$ cat config.mk
export PLATFORM = sky130hd
export DESIGN_NAME = pq_expiry_dispatch_flat
export DESIGN_NICKNAME = d
export VERILOG_FILES = /design/src/rtl/pq_pkg.sv /design/src/rtl/pq_expiry_dispatch_if.sv /design/src/rtl/pq_timebase.sv /design/src/rtl/pq_expiry_dispatch.sv /design/src/flat_wrapper.sv
export SDC_FILE = /design/constraint.sdc
export NUM_CORES = 1
export LEC_CHECK = 0
export CAP_MARGIN = 25
export CORE_MARGIN = 1
export CORE_UTILIZATION = 46
export DETAILED_ROUTE_END_ITERATION = 8
export PLACE_DENSITY = 0.78
export SYNTH_ARGS = -nofsm -noshare
export SYNTH_HDL_FRONTEND = slang
export SYNTH_SLANG_ARGS = --single-unit
$ cat constraint.sdc
create_clock -name clk_i -period 2.85 [get_ports clk_i]
set_input_delay 0.57 -clock clk_i [delete_from_list [all_inputs] [get_ports clk_i]]
set_output_delay 0.57 -clock clk_i [all_outputs]
set_load 0.02 [all_outputs]
$ cat src/rtl/pq_pkg.sv
// Shared priority-queue types: queue cell, dispatch event, and the wrap-safe
// deadline compare used by both the queue insert path and the expiry dispatcher.
package pq_pkg;
    localparam int TIME_WIDTH = 8;
    localparam int ID_WIDTH   = 4;

    typedef struct packed {
        logic [TIME_WIDTH-1:0] data;
        logic [ID_WIDTH-1:0]   id;
    } cell_t;

    typedef struct packed {
        logic [ID_WIDTH-1:0]   id;
        logic [TIME_WIDTH-1:0] late;
    } pq_evt_t;

    typedef enum logic {
        ST_IDLE,
        ST_SETTLE
    } disp_state_t;

    // True once now has reached deadline; valid while the two stay within half the timestamp range.
    function automatic logic time_reached(input logic [TIME_WIDTH-1:0] now,
                                          input logic [TIME_WIDTH-1:0] deadline);
        logic [TIME_WIDTH-1:0] diff;
        diff = now - deadline;
        return ~diff[TIME_WIDTH-1];
    endfunction
endpackage

$ cat src/rtl/pq_expiry_dispatch_if.sv
// Queue-head / pop handshake plus the valid/ready event output of the expiry dispatcher.
interface pq_expiry_dispatch_if;
    import pq_pkg::*;

    logic                  head_valid_i;
    cell_t                 head_i;
    logic                  pop_o;
    logic                  evt_valid_o;
    logic                  evt_ready_i;
    logic [ID_WIDTH-1:0]   evt_id_o;
    logic [TIME_WIDTH-1:0] evt_late_o;

    modport master (
        input  head_valid_i, head_i, evt_ready_i,
        output pop_o, evt_valid_o, evt_id_o, evt_late_o
    );

    modport slave (
        output head_valid_i, head_i, evt_ready_i,
        input  pop_o, evt_valid_o, evt_id_o, evt_late_o
    );
endinterface

$ cat src/rtl/pq_timebase.sv
// Free-running timestamp: advances once every PRESCALE clocks, wrapping modulo 2^TIME_WIDTH.
module pq_timebase #(
    parameter int TIME_WIDTH = pq_pkg::TIME_WIDTH,
    parameter int PRESCALE   = 1
) (
    input  logic                  clk_i,
    input  logic                  rst_i,
    output logic [TIME_WIDTH-1:0] time_o
);
    localparam int PW = (PRESCALE > 1) ? $clog2(PRESCALE) : 1;

    logic [PW-1:0] pre;
    logic          tick;

    assign tick = (pre == PW'(PRESCALE - 1));

    always_ff @(posedge clk_i) begin
        if (rst_i) begin
            pre    <= '0;
            time_o <= '0;
        end else if (tick) begin
            pre    <= '0;
            time_o <= time_o + TIME_WIDTH'(1);
        end else begin
            pre    <= pre + PW'(1);
        end
    end
endmodule

$ cat src/rtl/pq_expiry_dispatch.sv
// Pops the queue head once its deadline is reached and presents {id, lateness}
// as a single-slot valid/ready event; waits POP_LAT cycles for the head to settle.
module pq_expiry_dispatch
    import pq_pkg::*;
#(
    parameter int TIME_WIDTH = pq_pkg::TIME_WIDTH,
    parameter int ID_WIDTH   = pq_pkg::ID_WIDTH,
    parameter int PRESCALE   = 1,
    parameter int POP_LAT    = 2
) (
    input  logic                     clk_i,
    input  logic                     rst_i,
    input  logic                     enable_i,
    pq_expiry_dispatch_if.master     bus,
    output logic [TIME_WIDTH-1:0]    time_o,
    output logic                     busy_o
);
    localparam int CW = (POP_LAT > 1) ? $clog2(POP_LAT) : 1;

    disp_state_t           state, state_n;
    logic [CW-1:0]         cnt, cnt_n;
    logic [TIME_WIDTH-1:0] diff;
    logic                  expired, slot_free, fire;
    logic                  pop_q, evt_valid;
    pq_evt_t               evt;

    pq_timebase #(
        .TIME_WIDTH (TIME_WIDTH),
        .PRESCALE   (PRESCALE)
    ) u_timebase (
        .clk_i  (clk_i),
        .rst_i  (rst_i),
        .time_o (time_o)
    );

    assign diff      = time_o - bus.head_i.data;
    assign expired   = bus.head_valid_i && time_reached(time_o, bus.head_i.data);
    // A held event being accepted this cycle frees the slot for an immediate refill.
    assign slot_free = !evt_valid || bus.evt_ready_i;
    assign fire      = (state == ST_IDLE) && enable_i && expired && slot_free;

    always_comb begin
        state_n = state;
        cnt_n   = cnt;
        case (state)
            ST_IDLE: begin
                if (fire) begin
                    state_n = ST_SETTLE;
                    cnt_n   = CW'(POP_LAT - 1);
                end
            end
            ST_SETTLE: begin
                if (cnt == '0) state_n = ST_IDLE;
                else           cnt_n   = cnt - CW'(1);
            end
            default: state_n = ST_IDLE;
        endcase
    end

    always_ff @(posedge clk_i) begin
        if (rst_i) begin
            state     <= ST_IDLE;
            cnt       <= '0;
            pop_q     <= 1'b0;
            evt_valid <= 1'b0;
            evt       <= '0;
        end else begin
            state <= state_n;
            cnt   <= cnt_n;
            pop_q <= fire;
            if (fire) begin
                evt_valid <= 1'b1;
                evt.id    <= bus.head_i.id;
                evt.late  <= diff;
            end else if (bus.evt_ready_i) begin
                evt_valid <= 1'b0;
            end
        end
    end

    assign bus.pop_o       = pop_q;
    assign bus.evt_valid_o = evt_valid;
    assign bus.evt_id_o    = evt.id;
    assign bus.evt_late_o  = evt.late;
    assign busy_o          = (state != ST_IDLE) || evt_valid;
endmodule
$ cat src/flat_wrapper.sv
// flat-port wrapper written by rule: the top's interface ports become plain ports
module pq_expiry_dispatch_flat import pq_pkg::*;
#(
    parameter int TIME_WIDTH = pq_pkg::TIME_WIDTH,
    parameter int ID_WIDTH   = pq_pkg::ID_WIDTH,
    parameter int PRESCALE   = 1,
    parameter int POP_LAT    = 2
)
  (clk_i, rst_i, enable_i, time_o, busy_o, bus_head_valid_i, bus_head_i, bus_evt_ready_i, bus_pop_o, bus_evt_valid_o, bus_evt_id_o, bus_evt_late_o);
  pq_expiry_dispatch_if bus_i ();
  input  logic clk_i;
  input  logic rst_i;
  input  logic enable_i;
  output logic [TIME_WIDTH-1:0] time_o;
  output logic busy_o;
  input wire logic [$bits(bus_i.head_valid_i)-1:0] bus_head_valid_i;
  input wire logic [$bits(bus_i.head_i)-1:0] bus_head_i;
  input wire logic [$bits(bus_i.evt_ready_i)-1:0] bus_evt_ready_i;
  output wire logic [$bits(bus_i.pop_o)-1:0] bus_pop_o;
  output wire logic [$bits(bus_i.evt_valid_o)-1:0] bus_evt_valid_o;
  output wire logic [$bits(bus_i.evt_id_o)-1:0] bus_evt_id_o;
  output wire logic [$bits(bus_i.evt_late_o)-1:0] bus_evt_late_o;
  assign bus_i.head_valid_i = bus_head_valid_i;
  assign bus_i.head_i = bus_head_i;
  assign bus_i.evt_ready_i = bus_evt_ready_i;
  assign bus_pop_o = bus_i.pop_o;
  assign bus_evt_valid_o = bus_i.evt_valid_o;
  assign bus_evt_id_o = bus_i.evt_id_o;
  assign bus_evt_late_o = bus_i.evt_late_o;
  pq_expiry_dispatch #(.TIME_WIDTH(TIME_WIDTH), .ID_WIDTH(ID_WIDTH), .PRESCALE(PRESCALE), .POP_LAT(POP_LAT)) u_core (.clk_i(clk_i), .rst_i(rst_i), .enable_i(enable_i), .bus(bus_i), .time_o(time_o), .busy_o(busy_o));
endmodule
# Word-level counts from Yosys, hierarchy flattened
# Cells that the tools add are included.
dict set report classes {
  bitwise 3
  mux 8
  reduce_logical 9
  addsub 4
  n_eq_ne 1
}
# cell n
set op_table {}
lappend op_table {{8-bit by 1-bit adder with 8-bit output, second input constant} 1}
lappend op_table {{8-bit subtractor} 1}
lappend op_table {{1-bit two-way mux} 6}
lappend op_table {{1-bit logical AND} 4}
lappend op_table {{1-bit one-hot mux with 2 select lines} 2}
lappend op_table {{1-bit NOT} 3}
lappend op_table {{1-bit logical OR} 2}
lappend op_table {{2-bit by 1-bit != test with 1-bit output, second input constant} 1}
lappend op_table {{2-bit nonzero test} 1}
lappend op_table {{2-bit OR reduction} 1}
lappend op_table {{1-bit adder, second input constant} 1}
lappend op_table {{1-bit zero test} 1}
lappend op_table {{1-bit subtractor, second input constant} 1}
dict set report totals {
  reg_bits 25
  output_inout_bits 23
  elab_cells 33
}

# Logic depth before layout (Yosys ltp)
# Gate-level depths: netlist of run 1.
dict set report depth {
  ltp_word 7
  mapped_depth 9
}

# By module
# A second synthesis of run 1 with hierarchy kept.
dict set report unflattened {
  hier_cells 152
  hier_area_um2 1353.8
}
# mod area_per_inst_um2 cells_per_inst instances
set by_module_without_submodules {}
lappend by_module_without_submodules {pq_expiry_dispatch 994.7 114 1}
lappend by_module_without_submodules {pq_timebase 359.1 38 1}

# Worst setup path after synthesis of run 1
# Ideal clock, no wire load.
dict set report synth_timing {
  path_type {input -> register}
  from {in bus_head_i[5]}
  to {reg u_core.evt, in the netlist u_core.bus.evt_late_o[3]}
  path_slack_ns 0.663
  stages 8
  arrival_time_ns 2.066
  setup_ns 0.121
  path_cell_list {inv_1 -> ha_1 -> nor2b_1 -> o211ai_4 -> and3_1 -> buf_6 -> nor2_4 -> mux2_4}
}
dict set report synth_between {
  elab_chain_len 5
}
# element line
set synth_lines {}
lappend synth_lines {{from (decl)} flat_wrapper.sv:17} ;# input wire logic [$bits(bus_i.head_i)-1:0] bus_head_i;
lappend synth_lines {{8-bit subtractor (*)} {pq_pkg.sv:26, pq_expiry_dispatch.sv:36}}
lappend synth_lines {{1-bit NOT} pq_pkg.sv:27} ;# return ~diff[TIME_WIDTH-1];
lappend synth_lines {{1-bit logical AND} pq_expiry_dispatch.sv:37} ;# assign expired = bus.head_valid_i && time_reached(time_o, bus.head_i.data);
lappend synth_lines {{1-bit logical AND (2 in a row)} pq_expiry_dispatch.sv:40} ;# assign fire = (state == ST_IDLE) && enable_i && expired && slot_free;
lappend synth_lines {{to (decl)} pq_expiry_dispatch.sv:25} ;# pq_evt_t evt;
# Mark *: on every way between the ends. The rest lies on a longest branch, timed or not.
# A chain may end at the register's enable or synchronous reset.

# Final worst setup path of run 1
# Same ends and word-level chain as after synthesis.

==> impl_metrics.env, run 1 <==
export IMPL_track_usage=0.1909
export IMPL_vias_per_cell=5.341
export IMPL_antenna_found_initial=0
export IMPL_netlist_top_cells_area="dfxtp_1, ha_1, xor2_1"
export IMPL_syn_area_mm2=0.001350
export IMPL_max_clock_freq_mhz=429.8
export IMPL_yosysSeqAreaShare=0.3707
export IMPL_fp_dieW_um=56.18
export IMPL_yosysTopAreaCell="dfxtp_1"
export IMPL_rsz0062_at_grt="false"
export IMPL_cts_resized=0
export IMPL_ys_ff_latch=25
export IMPL_highest_layer="met4"
export IMPL_final_cell_area_mm2=0.001804
export IMPL_layout_min_cycle_time_ps=2327
export IMPL_worstSkewPairLatency_ps=330
export IMPL_route_detailed_drc=0
export IMPL_place_area_mm2=0.001774
export IMPL_hold_path_class="reg2reg"
export IMPL_gp_congestion=0.8491
export IMPL_fill_cells=248
export IMPL_layout_commonest_cell="clkdlybuf4s50_1"
export IMPL_worstHoldEndpoint="u_core.state"
export IMPL_htreeDepth=1
export IMPL_wl_met1_mm=1.247
export IMPL_synth_distinct_cells=40
export IMPL_switchingPower_mw=0.1918
export IMPL_fin_setup_tns_ps=0
export IMPL_start_kind="input port"
export IMPL_initial_core_util=0.4896
export IMPL_die_h_um=56.18
export IMPL_required_ps=3080
export IMPL_core_rowCount=19
export IMPL_grt_ovfl_total=0
export IMPL_final_cell_mix="clkdlybuf4s50_1, dfxtp_1, nor2_1, a21oi_1, nand3_1"
export IMPL_dieArea_mm2=0.003156
export IMPL_grt_first_pass_wirelength_mm=4.809
export IMPL_whs_ps=476.1
export IMPL_grt_max_degree=21
export IMPL_avgRoutedWirePerCell_um=12.76
export IMPL_area_delta_synth_final_pct=33.64
export IMPL_grt_pass1_vias=1142
export IMPL_yosysTopAreaCellShare=0.3707
export IMPL_cts_hold_buf=0
export IMPL_hold_violations=0
export IMPL_cts_root_buf="clkbuf_4"
export IMPL_setup_violations=0
export IMPL_p_leak_nw=0.7311
export IMPL_antenna_diode_count=0
export IMPL_first_pass_iters=4
export IMPL_drtAntennaViolNets=0
export IMPL_nNetsFinal=216
export IMPL_drive_gt1_frac=0.1058
export IMPL_p_sw_frac=0.2801
export IMPL_coreArea_mm2=0.002758
export IMPL_cts_buffers=3
export IMPL_cts_tree="done"
export IMPL_p_comb_frac=0.212
export IMPL_synthFlopType="dfxtp_1"
export IMPL_syn_num_nets=174
export IMPL_critical_path_max_fanout=8
export IMPL_power_frac_clock=0.242
export IMPL_hold_depth=2
export IMPL_min_delay_start="u_core.cnt"
export IMPL_finalWirelength_mm=2.807
export IMPL_cts_max_path_buffers=2
export IMPL_wl_met3_um=168
export IMPL_tightest_slew_ps=734.9
export IMPL_endpoint_kind="register"
export IMPL_place_hpwl_mm=2.156
export IMPL_relSlewSlack=0.5085
export IMPL_port_buffers=39
export IMPL_slew_viol_final=0
export IMPL_critPathKind="in2reg"
export IMPL_rr_worst_depth=9
export IMPL_synthArstFlopShare=0
export IMPL_irDropWorstVdd_uv=314.9
export IMPL_ioPinCount=40
export IMPL_num_vias=1175
export IMPL_met2_length_mm=1.332
export IMPL_cts_setup_buffers=0
export IMPL_crit_start="bus_head_i[5]"
export IMPL_avgSynthCellArea_um2=9.122
export IMPL_clock_sinks=25
export IMPL_postLayoutCoreUtil=0.6543
export IMPL_synth_edf_count=0
export IMPL_p_int_mw=0.4928
export IMPL_drv_cap=0
export IMPL_r2r_end="u_core.bus.evt_late_o[6]"
export IMPL_p_seq_frac=0.545
export IMPL_status="finished clean"
export IMPL_reg2reg_from="u_core.u_timebase.time_o[0]"
export IMPL_drt_iter0_drc=21
export IMPL_cellPowerDensity_mw_per_mm2=379.4
export IMPL_clk_pin_slew_ps=140
export IMPL_finClkSkew_ps=4.790
export IMPL_synthCells=148
export IMPL_yosysWarnings=0
export IMPL_rrSetupSlack_ps=760
export IMPL_arrival_ps=2560
export IMPL_period_share=0.8164
-- registers in the layout, indices dropped and copies added (netlist names) --
| register | flops |
|---|---|
| u_core.bus.evt_id_o | 4 |
| u_core.bus.evt_valid_o | 1 |
| u_core.u_timebase.pre | 1 |
| u_core.u_timebase.time_o | 8 |
| u_core.bus.evt_late_o | 8 |
| u_core.bus.pop_o | 1 |
| u_core.state | 1 |
| u_core.cnt | 1 |
-- metal layers --
layer	global-route usage	up-vias
li1	-	597
met2	0.3231	41
met3	0.04419	7
met4	0.07317	0
met1	0.2344	530
met5	0	-
-- Yosys cell counts (all sizes together), types with 2 or more instances --
| cell type | count |
|---|---|
| xor2 | 6 |
| nor3 | 8 |
| nand2 | 5 |
| inv | 9 |
| clkbuf | 3 |
| xnor2 | 5 |
| nand3 | 10 |
| and3 | 4 |
| nor2 | 12 |
| dfxtp | 25 |
| ha | 8 |
| o21ai | 6 |
| mux2 | 2 |
| buf | 2 |
| a211oi | 4 |
| or2 | 2 |
| a21oi | 10 |
| nor2b | 4 |
| o21a | 6 |
| nand4 | 2 |
-- critical path, cell delays in order --
cell and delay, ps:
clkdlybuf4s50_1 450, inv_1 60, ha_1 270, nor2b_1 300
o211ai_4 150, and3_1 200, nor2_4 240, mux2_4 330
-- final cells by class --
class                           count  area (um^2)  area share
Inverter                            9        33.78     0.01872
Timing Repair Buffer               42        412.9      0.2288
Tap cell                           31        38.79     0.02150
Clock buffer                        3        22.52     0.01248
Sequential cell                    25        500.5      0.2774
Clock inverter                      1        7.507    0.004161
Multi-Input combinational cell    109        788.3      0.4369
-- power groups by stage --
stage / clock, mW / combinational [mW] / sequential, mW
2_1_floorplan: 0 / 0.0728 / 0.393
3_3_place_gp: 0 / 0.142 / 0.380
3_5_place_dp: 0 / 0.146 / 0.381
4_1_cts: 0.172 / 0.147 / 0.374
5_1_grt: 0.184 / 0.160 / 0.376
6_report: 0.166 / 0.145 / 0.373
-- how the worst max path moves through the flow --
stage | slack, ps | endpoint | depth (start not counted)
floorplan | 660 | u_core.bus.evt_late_o[3] | 8
global placement | 210 | u_core.bus.evt_late_o[4] | 8
detailed placement | 150 | u_core.bus.evt_late_o[3] | 8
CTS | 520 | u_core.bus.evt_late_o[3] | 8
global route | 390 | u_core.bus.evt_late_o[6] | 9
finish | 520 | u_core.bus.evt_late_o[3] | 8
-- through the flow --
stage	worst slack, ps	total power [mW]	cells
finish	523.3	0.6846	220
global route	387.7	0.7202	220
CTS	521.6	0.6930	220
detailed placement	148.8	0.5270	216
global placement	210.3	0.5214	216
floorplan	662.6	0.4658	148
-- cells by family after synthesis --
group / count (synthesis) / synth area share
mux: 3 / 0.02966
flops: 25 / 0.3707
fa+ha+maj: 9 / 0.08897
simple gates: 51 / 0.2039
compound gates: 34 / 0.1817
buf+inv: 14 / 0.04541
other cells: 1 / 0.002778
xor+xnor: 11 / 0.07692
(Power assumes the default switching activity.)
==> inputs of run 2 (changes only) <==
- CORE_UTILIZATION: 46 -> 42
- PLACE_DENSITY: 0.78 -> 0.75
- clock period: 2.85 -> 2.1 ns (I/O delays scaled with it)
==> impl_metrics.env, run 2 (synthesized netlist as in run 1, its figures left out) <==
export IMPL_fp_dieW_um=58.70
export IMPL_relSlewSlack=0.5736
export IMPL_antenna_diode_count=0
export IMPL_hold_violations=0
export IMPL_p_leak_nw=0.8251
export IMPL_hold_depth=2
export IMPL_drv_cap=0
export IMPL_worstSkewPairLatency_ps=320
export IMPL_rr_worst_depth=9
export IMPL_layout_commonest_cell="clkdlybuf4s50_1"
export IMPL_ioPinCount=40
export IMPL_reg2reg_from="u_core.u_timebase.time_o[0]"
export IMPL_grt_ovfl_total=0
export IMPL_cts_root_buf="clkbuf_4"
export IMPL_cts_hold_buf=0
export IMPL_gp_congestion=0.7482
export IMPL_arrival_ps=2290
export IMPL_multiInputGateArea_um2=838.3
export IMPL_die_h_um=58.70
export IMPL_num_vias=1249
export IMPL_grt_pass1_vias=1277
export IMPL_whs_ps=470.2
export IMPL_irDropWorstVdd_uv=271.7
export IMPL_rrSetupSlack_ps=160
export IMPL_ff_latch_area_um2=500.5
export IMPL_vias_per_cell=4.976
export IMPL_layout_min_cycle_time_ps=2052
export IMPL_total_power_mw=0.9541
export IMPL_hold_path_class="reg2reg"
export IMPL_cts_max_path_buffers=2
export IMPL_route_detailed_drc=0
export IMPL_cts_buffers=3
export IMPL_core_rowCount=20
export IMPL_place_hpwl_mm=2.439
export IMPL_tightest_slew_ps=637.6
export IMPL_placed_cells=246
export IMPL_finClkSkew_ps=6.816
export IMPL_fin_setup_tns_ps=0
export IMPL_antenna_found_initial=0
export IMPL_area_delta_synth_final_pct=48.29
export IMPL_grt_first_pass_wirelength_mm=5.168
export IMPL_final_cell_mix="clkdlybuf4s50_1, dfxtp_1, buf_4, nor2_1, a21oi_1"
export IMPL_htreeDepth=1
export IMPL_slew_viol_final=0
export IMPL_drive_gt1_frac=0.2222
export IMPL_status="finished clean"
export IMPL_endpoint_kind="register"
export IMPL_avgRoutedWirePerCell_um=12.64
export IMPL_cellPowerDensity_mw_per_mm2=476.6
export IMPL_clk_pin_slew_ps=130
export IMPL_nNetsFinal=234
export IMPL_coreArea_mm2=0.003053
export IMPL_max_stage_delay_ps=450
export IMPL_port_buffers=39
export IMPL_first_pass_iters=3
export IMPL_dieArea_mm2=0.003445
export IMPL_cp_common_cell="o21a_1"
export IMPL_crit_path_top_delay_cell="clkdlybuf4s50_1"
export IMPL_critical_path_max_fanout=2
export IMPL_max_clock_freq_mhz=487.3
export IMPL_critPathTopFamily="compound AO/OA/AOI/OAI gates"
export IMPL_period_share=0.9772
export IMPL_critPathKind="in2reg"
export IMPL_cts_tree="done"
export IMPL_setup_violations=0
export IMPL_drtAntennaViolNets=0
export IMPL_min_delay_start="u_core.cnt"
export IMPL_drt_iter0_drc=25
export IMPL_critical_path_buf_inv_count=3
export IMPL_instances_no_fill=251
export IMPL_initial_core_util=0.4422
export IMPL_track_usage=0.1967
export IMPL_grt_max_degree=17
export IMPL_crit_start="bus_head_i[5]"
export IMPL_clock_sinks=25
export IMPL_path_cells="clkdlybuf4s50_1 -> inv_1 -> ha_1 -> nor2b_2 -> buf_4 -> o21a_1 -> o21a_1 -> o21a_1 -> o41ai_2"
export IMPL_start_kind="input port"
export IMPL_fill_cells=285
export IMPL_required_ps=2340
export IMPL_postLayoutCoreUtil=0.6557
export IMPL_r2r_end="u_core.bus.evt_late_o[6]"
export IMPL_worstHoldEndpoint="u_core.state"
export IMPL_finalWirelength_mm=3.173
run 2: changes by cell type in the layout (fill, tap and decap cells not counted), sizes merged:
cell      previous run  this run
buf                  3        21
clkbuf               3         4
clkinvlp             1         0
run 2: final cells by class:
| cell class | count | area share |
|---|---|---|
| flip-flops and latches | 25 | 0.2500 |
| inverters | 9 | 0.01688 |
| multi-input cells | 109 | 0.4187 |
| repair buffers | 60 | 0.2738 |
| clock buffers | 4 | 0.01313 |
| well taps | 44 | 0.02750 |
run 2: repair_timing:
action / in CTS / in global routing
setup endpoints to repair: 5 / 9
pin swaps: 3 / 3
buffers inserted: 0 / 1
gates resized for setup: 6 / 4
run 2: per-layer routing:
layer | wire (um) | vias up | GRT usage
li1 | - | 631 | -
met1 | 1319 | 581 | 0.2096
met2 | 1692 | 32 | 0.3941
met3 | 129 | 5 | 0.02637
met4 | 31 | 0 | 0.06122
met5 | 0 | - | 0
run 2: how the worst max path moves through the flow:
| stage | end | slack (ps) | cells past startpoint |
|---|---|---|---|
| after floorplan | u_core.bus.evt_late_o[3] | 50 | 8 |
| after global placement | u_core.bus.evt_late_o[4] | -350 | 8 |
| after detailed placement | u_core.bus.evt_late_o[6] | -430 | 9 |
| after CTS | u_core.bus.evt_late_o[3] | 10 | 8 |
| after global routing | u_core.bus.evt_late_o[4] | -5 | 8 |
| final | u_core.bus.evt_late_o[5] | 50 | 9 |
run 2: stage by stage:
step	cell area [um^2]	worst slack, ps
final	2002	47.96
after global routing	2002	-4.511
after CTS	1967	13.69
after detailed placement	1918	-430.9
after global placement	1918	-348.8
after floorplan	1350	50.62
run 2: tightest hold or removal path, delay by kind of cell, from the launching register on:
family / cells / cell delay [ps]
flops: 1 / 340
simple gates: 1 / 50
compound gates: 1 / 50
run 2: where the power goes:
group | switching, mW | total, mW | internal [mW]
Sequential | 0.0140 | 0.506 | 0.492
Combinational | 0.105 | 0.233 | 0.128
Clock | 0.140 | 0.215 | 0.0743
Total | 0.260 | 0.954 | 0.694
==> inputs of run 3 (changes only) <==
- CORE_UTILIZATION: 42 -> 50
- DONT_BUFFER_PORTS: default -> 1
- PLACE_DENSITY: 0.75 -> default
- clock period: 2.1 -> 1.9 ns (I/O delays scaled with it)
==> impl_metrics.env, run 3 (synthesized netlist as in run 1, its figures left out) <==
export IMPL_status="finished clean"
export IMPL_layout_commonest_cell="dfxtp_1"
export IMPL_first_pass_iters=4
export IMPL_cellPowerDensity_mw_per_mm2=621.8
export IMPL_critPathKind="reg2reg"
export IMPL_drt_iter0_drc=15
export IMPL_grt_ovfl_total=0
export IMPL_rsz0062_at_grt="true"
export IMPL_dieArea_mm2=0.002912
export IMPL_crit_path_top_delay_cell="fa_2"
export IMPL_start_kind="register"
export IMPL_fill_cells=223
export IMPL_antenna_found_initial=0
export IMPL_max_clock_freq_mhz=535.0
export IMPL_port_buffers=0
export IMPL_die_h_um=53.96
export IMPL_hold_violations=0
export IMPL_route_detailed_drc=0
export IMPL_rr_worst_depth=9
export IMPL_switchingPower_mw=0.2873
export IMPL_num_vias=1085
export IMPL_cts_hold_buf=0
export IMPL_grt_max_degree=27
export IMPL_cts_root_buf="clkbuf_4"
export IMPL_vias_per_cell=5.564
export IMPL_power_frac_clock=0.252
export IMPL_layout_min_cycle_time_ps=1869
export IMPL_critical_path_max_fanout=3
export IMPL_cp_common_cell="inv_2"
export IMPL_clk_pin_slew_ps=140
export IMPL_finalWirelength_mm=2.703
export IMPL_r2r_end="u_core.bus.evt_late_o[6]"
export IMPL_path_cells="inv_2 -> ha_4 -> inv_2 -> fa_2 -> a211oi_2 -> o21bai_1 -> a21oi_1 -> xor2_1 -> o31ai_1"
export IMPL_p_int_mw=0.7155
export IMPL_required_ps=2130
export IMPL_antenna_diode_count=0
export IMPL_initial_core_util=0.5352
export IMPL_p_seq_frac=0.572
export IMPL_hold_path_class="in2reg"
export IMPL_gp_congestion=0.8268
export IMPL_cts_tree="done"
export IMPL_fp_dieW_um=53.96
export IMPL_p_sw_frac=0.2865
export IMPL_endpoint_kind="register"
export IMPL_reg2reg_from="u_core.u_timebase.time_o[0]"
export IMPL_worstSkewPairLatency_ps=330
export IMPL_grt_first_pass_wirelength_mm=4.257
export IMPL_setup_violations=0
export IMPL_slew_viol_final=0
export IMPL_p_comb_frac=0.176
export IMPL_crit_end="u_core.bus.evt_late_o[6]"
export IMPL_drive_gt1_frac=0.3030
export IMPL_place_hpwl_mm=2.088
export IMPL_postLayoutCoreUtil=0.6394
export IMPL_crit_start="u_core.u_timebase.time_o[0]"
export IMPL_whs_ps=94.34
export IMPL_arrival_ps=2100
export IMPL_track_usage=0.2069
export IMPL_drv_cap=0
export IMPL_htreeDepth=1
export IMPL_rrSetupSlack_ps=30
export IMPL_max_stage_delay_ps=360
export IMPL_cts_buffers=3
export IMPL_cts_max_path_buffers=2
export IMPL_coreArea_mm2=0.002522
export IMPL_grt_pass1_vias=1031
export IMPL_irDropWorstVdd_uv=460.5
export IMPL_area_delta_synth_final_pct=19.46
export IMPL_clock_sinks=25
export IMPL_nNetsFinal=192
export IMPL_final_cell_mix="dfxtp_1, buf_4, nor2_1, a21oi_1, nand3_1"
export IMPL_ioPinCount=40
export IMPL_core_rowCount=18
export IMPL_drtAntennaViolNets=0
export IMPL_period_share=0.9838
export IMPL_finClkSkew_ps=1.842
export IMPL_p_leak_nw=0.6698
export IMPL_avgRoutedWirePerCell_um=13.86
[run 3: cell types whose count changed in the layout (fill, tap and decap cells not counted), sizes merged]
cell           delta
buf               -3
clkinvlp          +1
clkbuf            -1
clkdlybuf4s50    -39
[run 3: routing by layer]
layer / wire [um] / up-vias / GRT usage
li1: - / 547 / -
met3: 142 / 8 / 0.04237
met1: 1223 / 497 / 0.2390
met5: 0 / - / 0
met4: 64 / 0 / 0.1053
met2: 1272 / 33 / 0.3560
[run 3: final cells by class]
type | count | area (um^2) | area share
clock buffers | 3 | 22.52 | 0.01396
clock inverters | 1 | 7.507 | 0.004655
inverters | 9 | 33.78 | 0.02095
multi-input cells | 109 | 870.8 | 0.5400
flip-flops and latches | 25 | 505.5 | 0.3134
well taps | 30 | 37.54 | 0.02327
repair buffers | 18 | 135.1 | 0.08379
[run 3: power by group through the flow]
stage	Sequential, mW	Combinational [mW]	Clock [mW]
2_1_floorplan	0.591	0.118	0
3_3_place_gp	0.584	0.155	0
3_5_place_dp	0.585	0.159	0
4_1_cts	0.574	0.169	0.260
5_1_grt	0.577	0.196	0.279
6_report	0.573	0.177	0.252
[run 3: worst min path at each step]
stage	startpoint	endpoint	cells past startpoint
floorplan	u_core.cnt	u_core.state	2
global placement	u_core.cnt	u_core.state	2
detailed placement	u_core.cnt	u_core.state	2
CTS	rst_i	u_core.cnt	1
global route	rst_i	u_core.state	1
finish	rst_i	u_core.state	1
[run 3: what timing repair did]
action,CTS,global route
pin swaps,7,7
setup buffers,1,1
gates resized for setup,5,2
endpoints found under the setup margin,2,3
[run 3: critical path: cells and delay by family, from the launching register on]
family	cells	cell delay, ps
AO/OA/AOI/OAI	4	610
adder cells (fa/ha/maj)	2	490
XOR/XNOR	1	210
buffers and inverters	2	110
flip-flops	1	350
[run 3: stage by stage]
step	TNS (ps)	total power [mW]	worst slack (ps)	std cells	area (um^2)
final	0	1.003	30.76	195	1613
after floorplan	0	0.7091	9.220	148	1413
after global routing	-75.10	1.052	-75.10	195	1613
after detailed placement	-151.4	0.7439	-101.8	189	1543
after global placement	-24.65	0.7390	-24.65	189	1543
after CTS	-42.88	1.003	-42.88	194	1595
